[config.mk]
export PLATFORM = sky130hd
export DESIGN_NAME = custom_pio_ctrl
export DESIGN_NICKNAME = d
export VERILOG_FILES = /design/src/rtl/custom_pio_ctrl.sv
export SDC_FILE = /design/constraint.sdc
export NUM_CORES = 1
export LEC_CHECK = 0
export ABC_AREA = 1
export CAP_MARGIN = 20
export CORE_MARGIN = 2
export CORE_UTILIZATION = 50
export DETAILED_ROUTE_END_ITERATION = 16
export HOLD_SLACK_MARGIN = 0.1
export PLACE_DENSITY_LB_ADDON = 0.12
export REMOVE_ABC_BUFFERS = 1
export SLEW_MARGIN = 20
export SYNTH_ARGS = -nofsm -noshare
export SYNTH_HDL_FRONTEND = slang
export SYNTH_SLANG_ARGS = --single-unit
[constraint.sdc]
create_clock -name clk_clk -period 2.4 [get_ports clk_clk]
set_clock_uncertainty 0.15 [all_clocks]
set_input_delay 0.36 -clock clk_clk [delete_from_list [all_inputs] [get_ports clk_clk]]
set_output_delay 0.36 -clock clk_clk [all_outputs]
set_load 0.01 [all_outputs]
[src/rtl/custom_pio_ctrl.sv]
// custom_pio_ctrl
//   Avalon-MM slave that controls the 8-bit bidirectional custom PIO bank.
//   It provides per-bit direction control, output set and clear, synchronized
//   input sampling, rising-edge capture with a masked level interrupt, and a
//   blink sequencer that toggles selected output bits every BLINK_PERIOD
//   cycles. The tri-state pad (pin = pio_oe ? pio_out : 'z) sits outside this
//   block. Every pin-facing output comes straight from a flop.
//
// Ports
//   clk_clk            system clock
//   reset_reset_n      asynchronous active-low reset
//   avs_address[2:0]   word address
//   avs_read           read strobe
//   avs_write          write strobe
//   avs_writedata[31:0]
//   avs_readdata[31:0] read data, one cycle after avs_read
//   avs_readdatavalid  qualifies avs_readdata
//   pio_in[WIDTH]      raw (asynchronous) pin inputs
//   pio_out[WIDTH]     output drive values
//   pio_oe[WIDTH]      output enable, 1 = drive
//   irq                level interrupt, |(EDGE & IRQ_MASK)
//
// Register map (word address)
//   0 DATA        rd: synchronized pins   wr: output register
//   1 DIR         rd/wr
//   2 IRQ_MASK    rd/wr
//   3 EDGE        rd: captured rising edges, wr: 1 clears
//   4 OUTSET      wr: 1 sets output bits, reads 0
//   5 OUTCLR      wr: 1 clears output bits, reads 0
//   6 BLINK_EN    rd/wr
//   7 BLINK_PERIOD rd/wr, PRESCALE_W bits
module custom_pio_ctrl #(
  parameter int WIDTH       = 8,
  parameter int SYNC_STAGES = 2,
  parameter int PRESCALE_W  = 24
) (
  input  logic              clk_clk,
  input  logic              reset_reset_n,
  input  logic [2:0]        avs_address,
  input  logic              avs_read,
  input  logic              avs_write,
  input  logic [31:0]       avs_writedata,
  output logic [31:0]       avs_readdata,
  output logic              avs_readdatavalid,
  input  logic [WIDTH-1:0]  pio_in,
  output logic [WIDTH-1:0]  pio_out,
  output logic [WIDTH-1:0]  pio_oe,
  output logic              irq
);

  localparam logic [2:0] ADDR_DATA   = 3'd0;
  localparam logic [2:0] ADDR_DIR    = 3'd1;
  localparam logic [2:0] ADDR_MASK   = 3'd2;
  localparam logic [2:0] ADDR_EDGE   = 3'd3;
  localparam logic [2:0] ADDR_OUTSET = 3'd4;
  localparam logic [2:0] ADDR_OUTCLR = 3'd5;
  localparam logic [2:0] ADDR_BEN    = 3'd6;
  localparam logic [2:0] ADDR_PERIOD = 3'd7;

  logic [SYNC_STAGES-1:0][WIDTH-1:0] sync_ff;
  logic [WIDTH-1:0]      sync_in;
  logic [WIDTH-1:0]      sync_d;
  logic [WIDTH-1:0]      out_reg;
  logic [WIDTH-1:0]      dir_reg;
  logic [WIDTH-1:0]      mask_reg;
  logic [WIDTH-1:0]      edge_reg;
  logic [WIDTH-1:0]      blink_en;
  logic [PRESCALE_W-1:0] blink_period;
  logic [PRESCALE_W-1:0] blink_cnt;

  logic [WIDTH-1:0]      wdata;
  logic                  wr_data, wr_dir, wr_mask, wr_edge;
  logic                  wr_set, wr_clr, wr_ben, wr_period;
  logic                  blink_active;
  logic                  tick;
  logic [WIDTH-1:0]      out_nxt;
  logic [WIDTH-1:0]      edge_nxt;
  logic [31:0]           rd_mux;

  // Register widths are narrower than the bus; the upper write-data bits
  // are deliberately discarded.
  logic unused_wdata;
  assign unused_wdata = ^avs_writedata;

  assign wdata     = avs_writedata[WIDTH-1:0];
  assign wr_data   = avs_write && (avs_address == ADDR_DATA);
  assign wr_dir    = avs_write && (avs_address == ADDR_DIR);
  assign wr_mask   = avs_write && (avs_address == ADDR_MASK);
  assign wr_edge   = avs_write && (avs_address == ADDR_EDGE);
  assign wr_set    = avs_write && (avs_address == ADDR_OUTSET);
  assign wr_clr    = avs_write && (avs_address == ADDR_OUTCLR);
  assign wr_ben    = avs_write && (avs_address == ADDR_BEN);
  assign wr_period = avs_write && (avs_address == ADDR_PERIOD);

  assign sync_in = sync_ff[SYNC_STAGES-1];

  // Blink tick: counter runs 0..BLINK_PERIOD-1; tick on the last count.
  assign blink_active = (blink_period != '0) && (blink_en != '0);
  assign tick = blink_active && (blink_cnt == blink_period - PRESCALE_W'(1));

  // DATA write wins; otherwise set, then clear, then blink toggle.
  always_comb begin
    out_nxt = out_reg;
    if (wr_set) out_nxt = out_nxt | wdata;
    if (wr_clr) out_nxt = out_nxt & ~wdata;
    if (tick)   out_nxt = out_nxt ^ blink_en;
    if (wr_data) out_nxt = wdata;
  end

  // New rising edges take precedence over a same-cycle write-1-to-clear.
  always_comb begin
    edge_nxt = (edge_reg & ~(wr_edge ? wdata : '0)) | (sync_in & ~sync_d);
  end

  always_comb begin
    rd_mux = '0;
    case (avs_address)
      ADDR_DATA:   rd_mux[WIDTH-1:0]      = sync_in;
      ADDR_DIR:    rd_mux[WIDTH-1:0]      = dir_reg;
      ADDR_MASK:   rd_mux[WIDTH-1:0]      = mask_reg;
      ADDR_EDGE:   rd_mux[WIDTH-1:0]      = edge_reg;
      ADDR_BEN:    rd_mux[WIDTH-1:0]      = blink_en;
      ADDR_PERIOD: rd_mux[PRESCALE_W-1:0] = blink_period;
      default:     rd_mux = '0;
    endcase
  end

  always_ff @(posedge clk_clk or negedge reset_reset_n) begin
    if (!reset_reset_n) begin
      sync_ff <= '0;
      sync_d  <= '0;
    end else begin
      sync_ff[0] <= pio_in;
      for (int i = 1; i < SYNC_STAGES; i++) sync_ff[i] <= sync_ff[i-1];
      sync_d <= sync_in;
    end
  end

  always_ff @(posedge clk_clk or negedge reset_reset_n) begin
    if (!reset_reset_n) begin
      out_reg      <= '0;
      dir_reg      <= '0;
      mask_reg     <= '0;
      edge_reg     <= '0;
      blink_en     <= '0;
      blink_period <= '0;
      irq          <= 1'b0;
    end else begin
      out_reg  <= out_nxt;
      edge_reg <= edge_nxt;
      irq      <= |(edge_reg & mask_reg);
      if (wr_dir)    dir_reg      <= wdata;
      if (wr_mask)   mask_reg     <= wdata;
      if (wr_ben)    blink_en     <= wdata;
      if (wr_period) blink_period <= avs_writedata[PRESCALE_W-1:0];
    end
  end

  always_ff @(posedge clk_clk or negedge reset_reset_n) begin
    if (!reset_reset_n) begin
      blink_cnt <= '0;
    end else if (!blink_active || wr_period || tick) begin
      blink_cnt <= '0;
    end else begin
      blink_cnt <= blink_cnt + PRESCALE_W'(1);
    end
  end

  // Read data is sampled before any same-cycle write lands.
  always_ff @(posedge clk_clk or negedge reset_reset_n) begin
    if (!reset_reset_n) begin
      avs_readdata      <= '0;
      avs_readdatavalid <= 1'b0;
    end else begin
      avs_readdatavalid <= avs_read;
      avs_readdata      <= avs_read ? rd_mux : '0;
    end
  end

  assign pio_out = out_reg;
  assign pio_oe  = dir_reg;

endmodule

==> qor.yml, run 1 <==
grt_pass1_wl_um: 29500
rr_worst_depth: 15
slew-limit-headroom_pct: 59.4
holdPathEnd: "sync_in[0]$_DFF_PN0_"
antenna_cells: 0
cts_tree: "yes"
wl_per_cell_um: 16.3
maxCapViolations: 0
yosys_warnings: 0
timing.fmax_ghz: 0.420
synth.most_common_cell: "nand2_1"
synth_edf_count: 0
hold-path-cell-count: 0
setup_viol: 0
cts_htree_levels: 4
synthTopCellsByCount: "nand2_1 (199), dfrtp_1 (138), inv_1 (105)"
synthArstFlopShare_pct: 100
viasPerCell: 5.38
clockBufferDepth: 2
worstReg2RegEnd: "blink_cnt[6]$_DFF_PN0_"
grt_pass1_vias: 5900
crit_arrival_ns: 2.54
pin_count: 97
drive_gt1_share_pct: 12.9
worstPathRequired_ns: 2.56
finalHoldViolCount: 0
ys_seq_area_share_pct: 50.8
min-delay-start: "sync_ff[0]$_DFF_PN0_"
crit_type: "flip-flop to flip-flop"
ctsRootBufferMaster: "clkbuf_16"
dp_hpwl_um: 13000
grt_setup_unrepaired: "true"
worstSetupEndpointType: "flip-flop"
area_growth_pct: 28.5
wirelength_um: 18600
clk_pin_slew_ns: 0.06
worst_pin_slew_ns: 0.607
rrSetupSlack_ns: 0.02
leakagePower_uw: 0.00405
start_util_pct: 51.3
min_period_ns: 2.38
synth_area_per_cell_um2: 8.09
clk_latency_ns: 0.43
netlist.area_leader.share_pct: 50.8
synth.cell_area_um2: 6790
fin_nets: 1007
yosys-top-cells-area: "dfrtp_1 (51%), nand2_1 (11%), inv_1 (5.8%)"
fillers: 1126
cts_made_buffers: 17
synth_seq_cells: 138
path_max_fanout: 24
antenna_found_initial: 0
slew_violations: 0
grt_max_degree: 60
netlist_instances: 840
die_y_um: 121
hold_path_class: "flip-flop to flip-flop"
reg2reg_from: "blink_period[5]$_DFFE_PN0P_"
synth_area_leader_cell: "dfrtp_1"
ys.flop_type: "dfrtp_1"
whs_ns: 0.192
yosysUniqueCellTypes: 36
critPathLaunch: "blink_period[5]$_DFFE_PN0P_"
die_w_um: 121
place_congestion: 0.930
gr-usage-all-layers_pct: 26.4
core_region_area_um2: 13200
cts_sinks: 138
port_buffers: 80
grt_overflow: 0
reg.largest.list: "avs_readdata x24, blink_cnt x24, blink_period x24"
crit_path_start_kind: "flip-flop"
rows: 42
powerDensity_nw_per_um2: 796
detail_route.first_pass.iterations: 5
vias: 6156
outcome: "completed"
ant_nets: 0
max-vdd-ir-drop_uv: 543
fin_tns_setup_ns: 0
drt_iter0_drc: 533
drc: 0
timing.final.crit_share_pct: 99.2
dieArea_um2: 14500
[cells in the final DEF (no fill, tap or decap), types with 4 or more instances in the layout]
cell and count:
o22ai_1 6, nand2_1 193, clkdlybuf4s50_1 79, clkinv_4 4
nand4_1 22, nor2_2 18, nor2_4 7, buf_4 28
nand3_1 45, a21oi_1 30, buf_6 4, o21ai_0 72
nor3_1 30, nand2_2 11, conb_1 8, dfrtp_1 136
xor2_1 16, nand3b_1 4, xnor2_1 10, inv_1 102
nor2_1 71, clkbuf_16 19, nand3_2 4
[area by class of cell]
type | count | area [µm²] | share of cell area [%]
sequential | 138 | 3460 | 39.6
inverter | 105 | 394 | 4.52
multi-input combinational | 576 | 2940 | 33.7
timing repair buffer | 119 | 1190 | 13.6
tap | 176 | 220 | 2.52
clock buffer | 19 | 433 | 4.96
clock inverter | 12 | 96.3 | 1.10
[how the worst max path moves through the flow]
stage                         endpoint  slack (ns)  depth (start not counted)
2_1_floorplan  blink_cnt[20]$_DFF_PN0_       -0.17                          5
3_3_place_gp    blink_cnt[2]$_DFF_PN0_        0.05                         16
3_5_place_dp    blink_cnt[2]$_DFF_PN0_       -0.03                         16
4_1_cts           pio_out[4]$_DFF_PN0_      -0.009                         13
5_1_grt           pio_out[4]$_DFF_PN0_       -0.10                         15
6_report        blink_cnt[6]$_DFF_PN0_        0.02                         15
[layer usage]
metal / GRT usage [%] / vias up / routed length (µm)
li1: - / 2927 / -
met1: 33.1 / 2943 / 7740
met2: 43.2 / 230 / 9180
met3: 5.38 / 56 / 1010
met4: 14.1 / 0 / 701
met5: 0 / - / 0
[critical path, stage by stage (launching register included)]
cell and delay (ns):
dfrtp_1 0.45, nor2_1 0.19, nand2_2 0.12, nor2_4 0.11, buf_6 0.14, nand2_2 0.05, nand2_1 0.05, nand2_1 0.05
nor2_1 0.12, nand2_1 0.09, nor2_2 0.12, nand2_2 0.09, nor2_8 0.15, nand2_2 0.11, nand2_8 0.18, nor3_1 0.08
[power breakdown]
part	switching [µW]	total (µW)	internal [µW]	leakage (µW)
Combinational	935	1640	709	0.00208
Clock	1060	2380	1330	0.000252
Sequential	305	2920	2620	0.00172
[metrics by stage]
step	utilization, %	power, µW	setup slack [ns]	cells	cell area, µm²
6_report	65.9	6950	0.0200	1145	8730
3_3_place_gp	59.8	4380	0.0478	1102	7910
2_1_floorplan	-	3760	-0.171	818	6640
3_5_place_dp	59.8	4420	-0.0266	1102	7910
4_1_cts	64.0	6830	-0.00924	1135	8470
5_1_grt	65.9	7310	-0.101	1145	8730
[timing repair]
item	4_1_cts	5_1_grt
endpoints found under the hold margin	57	0
cloned	1	3
pin swaps	1	21
gates resized for setup	2	43
hold buffers	1	0
setup endpoints to repair	32	32
buffers inserted	0	7
[kinds of logic (layout without fill, tap and decap cells)]
| logic type | Yosys count | in the layout | synth area share, % |
|---|---|---|---|
| other | 1 | 8 | 0.0552 |
| AOI/OAI and AO/OA | 121 | 121 | 9.54 |
| and+or+nand+nor | 417 | 418 | 27.2 |
| DFF | 138 | 138 | 50.8 |
| buffers and inverters | 134 | 255 | 8.43 |
| adders and majority gates | 3 | 3 | 0.553 |
| xor gates and xnor gates | 26 | 26 | 3.35 |
No activity file was read; power rests on OpenSTA's default activity.
==> run 2, diff against run 1 <==
- CELL_PAD_IN_SITES_DETAIL_PLACEMENT: default -> 0
- CELL_PAD_IN_SITES_GLOBAL_PLACEMENT: default -> 2
- CORE_MARGIN: 2 -> 1.5
- CORE_UTILIZATION: 50 -> 29
==> qor.yml, run 2 (synthesis gave the netlist of run 1 again) <==
outcome: "complete, but fails checks"
violations: "negative setup slack"
fin_nets: 1034  # +2.7%
pin_count: 97  # unchanged
ant_nets: 0  # unchanged
leakagePower_uw: 0.00419  # +3.7%
dp_hpwl_um: 15800  # +22%
worst_pin_slew_ns: 0.577  # -0.0296 ns
critPathLaunch: "blink_period[1]$_DFFE_PN0P_"
maxCapViolations: 0  # unchanged
rr_worst_depth: 16  # +1
min_period_ns: 2.42  # +0.0427 ns
final_cell_area_um2: 9140  # +4.7%
grt_setup_unrepaired: "true"
antenna_cells: 0  # unchanged
drive_gt1_share_pct: 14.4  # +1.5 points
worst_slack_ns: -0.0227  # -0.0427 ns
cts_made_buffers: 17  # unchanged
timing.final.crit_share_pct: 101  # +1.8 points
crit_path_start_kind: "flip-flop"
reg.largest.list: "avs_readdata x24, blink_cnt x24, blink_period x24"
crit_arrival_ns: 2.58  # +0.04 ns
timing.fmax_ghz: 0.413  # -1.8%
worstPathRequired_ns: 2.55  # about the same
cts_htree_levels: 4  # unchanged
finalHoldViolCount: 0  # unchanged
die_w_um: 156  # +29%
wirelength_um: 21100  # +13%
layout_commonest_cell: "nand2_1"
clockBufferDepth: 2  # unchanged
port_buffers: 80  # unchanged
hold_path_class: "flip-flop to flip-flop"
min-delay-start: "sync_ff[1]$_DFF_PN0_"
slew-limit-headroom_pct: 61.4  # +2.0 points
start_util_pct: 29.7  # -22 points
grt_pass1_vias: 6156  # +4.3%
clk_pin_slew_ns: 0.07  # about the same
cts_tree: "yes"
crit_path_end: "blink_cnt[14]$_DFF_PN0_"
placed_area_um2: 8350  # +5.5%
wl_per_cell_um: 16.1  # -0.97%
ctsRootBufferMaster: "clkbuf_16"
whs_ns: 0.202  # +0.00944 ns
place_congestion: 0.843  # -9.4%
final_cell_mix: "nand2_1 (195), dfrtp_1 (136), inv_1 (102)"
grt_overflow: 0  # unchanged
grt_pass1_wl_um: 33400  # +13%
viasPerCell: 4.58  # -15%
path_max_fanout: 12  # -50%
gr-usage-all-layers_pct: 18.2  # -8.2 points
fin_tns_setup_ns: -0.0736  # -0.0736 ns
drt_iter0_drc: 369  # -31%
core_region_area_um2: 22800  # +73%
crit_type: "flip-flop to flip-flop"
antenna_found_initial: 0  # unchanged
setup_viol: 11  # +11
powerDensity_nw_per_um2: 808  # +1.5%
rows: 55  # +31%
vias: 6005  # -2.5%
dieArea_um2: 24400  # +68%
die_y_um: 156  # +29%
area_growth_pct: 34.5
post-place-ws_ns: -0.0651  # -0.0386 ns
worstSetupEndpointType: "flip-flop"
slew_violations: 0  # unchanged
grt_max_degree: 41  # -32%
clk_latency_ns: 0.43  # about the same
drc: 0  # unchanged
cts_sinks: 138  # unchanged
reg2reg_from: "blink_period[1]$_DFFE_PN0P_"
rrSetupSlack_ns: -0.02  # -0.04 ns
worstReg2RegEnd: "blink_cnt[14]$_DFF_PN0_"
detail_route.first_pass.iterations: 5  # unchanged
max-vdd-ir-drop_uv: 311  # -43%
-- run 2: changes by cell type in the layout (fill, tap and decap cells not counted), sizes merged --
cell      change
clkinvlp      -3
buf          +28
clkbuf        -3
inv           +6
bufinv        +1
clkinv        -1
-- run 2: power by group --
part | total [µW] | leakage, µW | internal [µW] | switching [µW]
sequential | 2900 | 0.00172 | 2610 | 284
clock | 2780 | 0.000303 | 1510 | 1270
combinational | 1710 | 0.00217 | 761 | 948
-- run 2: routing by layer --
layer	vias to the layer above	share of wire (%)	global-route usage [%]
li1	2982	-	-
met1	2902	46	22.8
met2	105	50	31.9
met3	16	2.7	3.36
met4	0	1.3	4.99
met5	-	0	0
-- run 2: repair_timing --
item	in CTS	in global routing
gates resized for setup	7	22
pin swaps	1	15
endpoints found under the setup margin	25	32
cloned	1	2
setup buffers	0	4
endpoints found under the hold margin	127	0
hold buffers	1	0
-- run 2: critical path, cell delays in order, from the launching register on --
cell and delay [ns]:
dfrtp_1 0.39, buf_4 0.15, nor2_4 0.17, nand2_4 0.10, nor2_4 0.19, nand2_1 0.08, nand2_1 0.07, nand2_1 0.06
nor2_2 0.11, nand2_2 0.07, nor2_2 0.10, nand2_2 0.10, nor2_8 0.18, nand2_2 0.08, nand2_4 0.10, buf_12 0.15
nor3_1 0.06
-- run 2: layout make-up --
cell class / count / area, µm²
clock buffer: 17 / 425
clock inverter: 15 / 198
fill: 2359 / 13700
inverter: 105 / 394
multi-input combinational: 576 / 2880
sequential: 138 / 3460
tap: 313 / 392
timing repair buffer: 146 / 1390
-- run 2: stage by stage --
stage	util, %	power (µW)	std cells
final	40.0	7390	1310
after global routing	40.0	7820	1310
after CTS	39.4	7430	1304
after detailed placement	36.5	4590	1270
after global placement	36.5	4570	1270
after floorplan	-	3760	818
-- run 2: worst min path at each step --
| stage | depth (start not counted) | slack (ns) | end |
|---|---|---|---|
| detailed placement | 1 | 0.15 | avs_readdata[21]$_DFF_PN0_ |
| global placement | 1 | 0.15 | avs_readdata[21]$_DFF_PN0_ |
| CTS | 1 | 0.19 | sync_ff[2]$_DFF_PN0_ |
| global route | 1 | 0.20 | sync_ff[6]$_DFF_PN0_ |
| finish | 0 | 0.20 | sync_in[1]$_DFF_PN0_ |
| floorplan | 0 | -0.09 | avs_readdata[0]$_DFF_PN0_ |
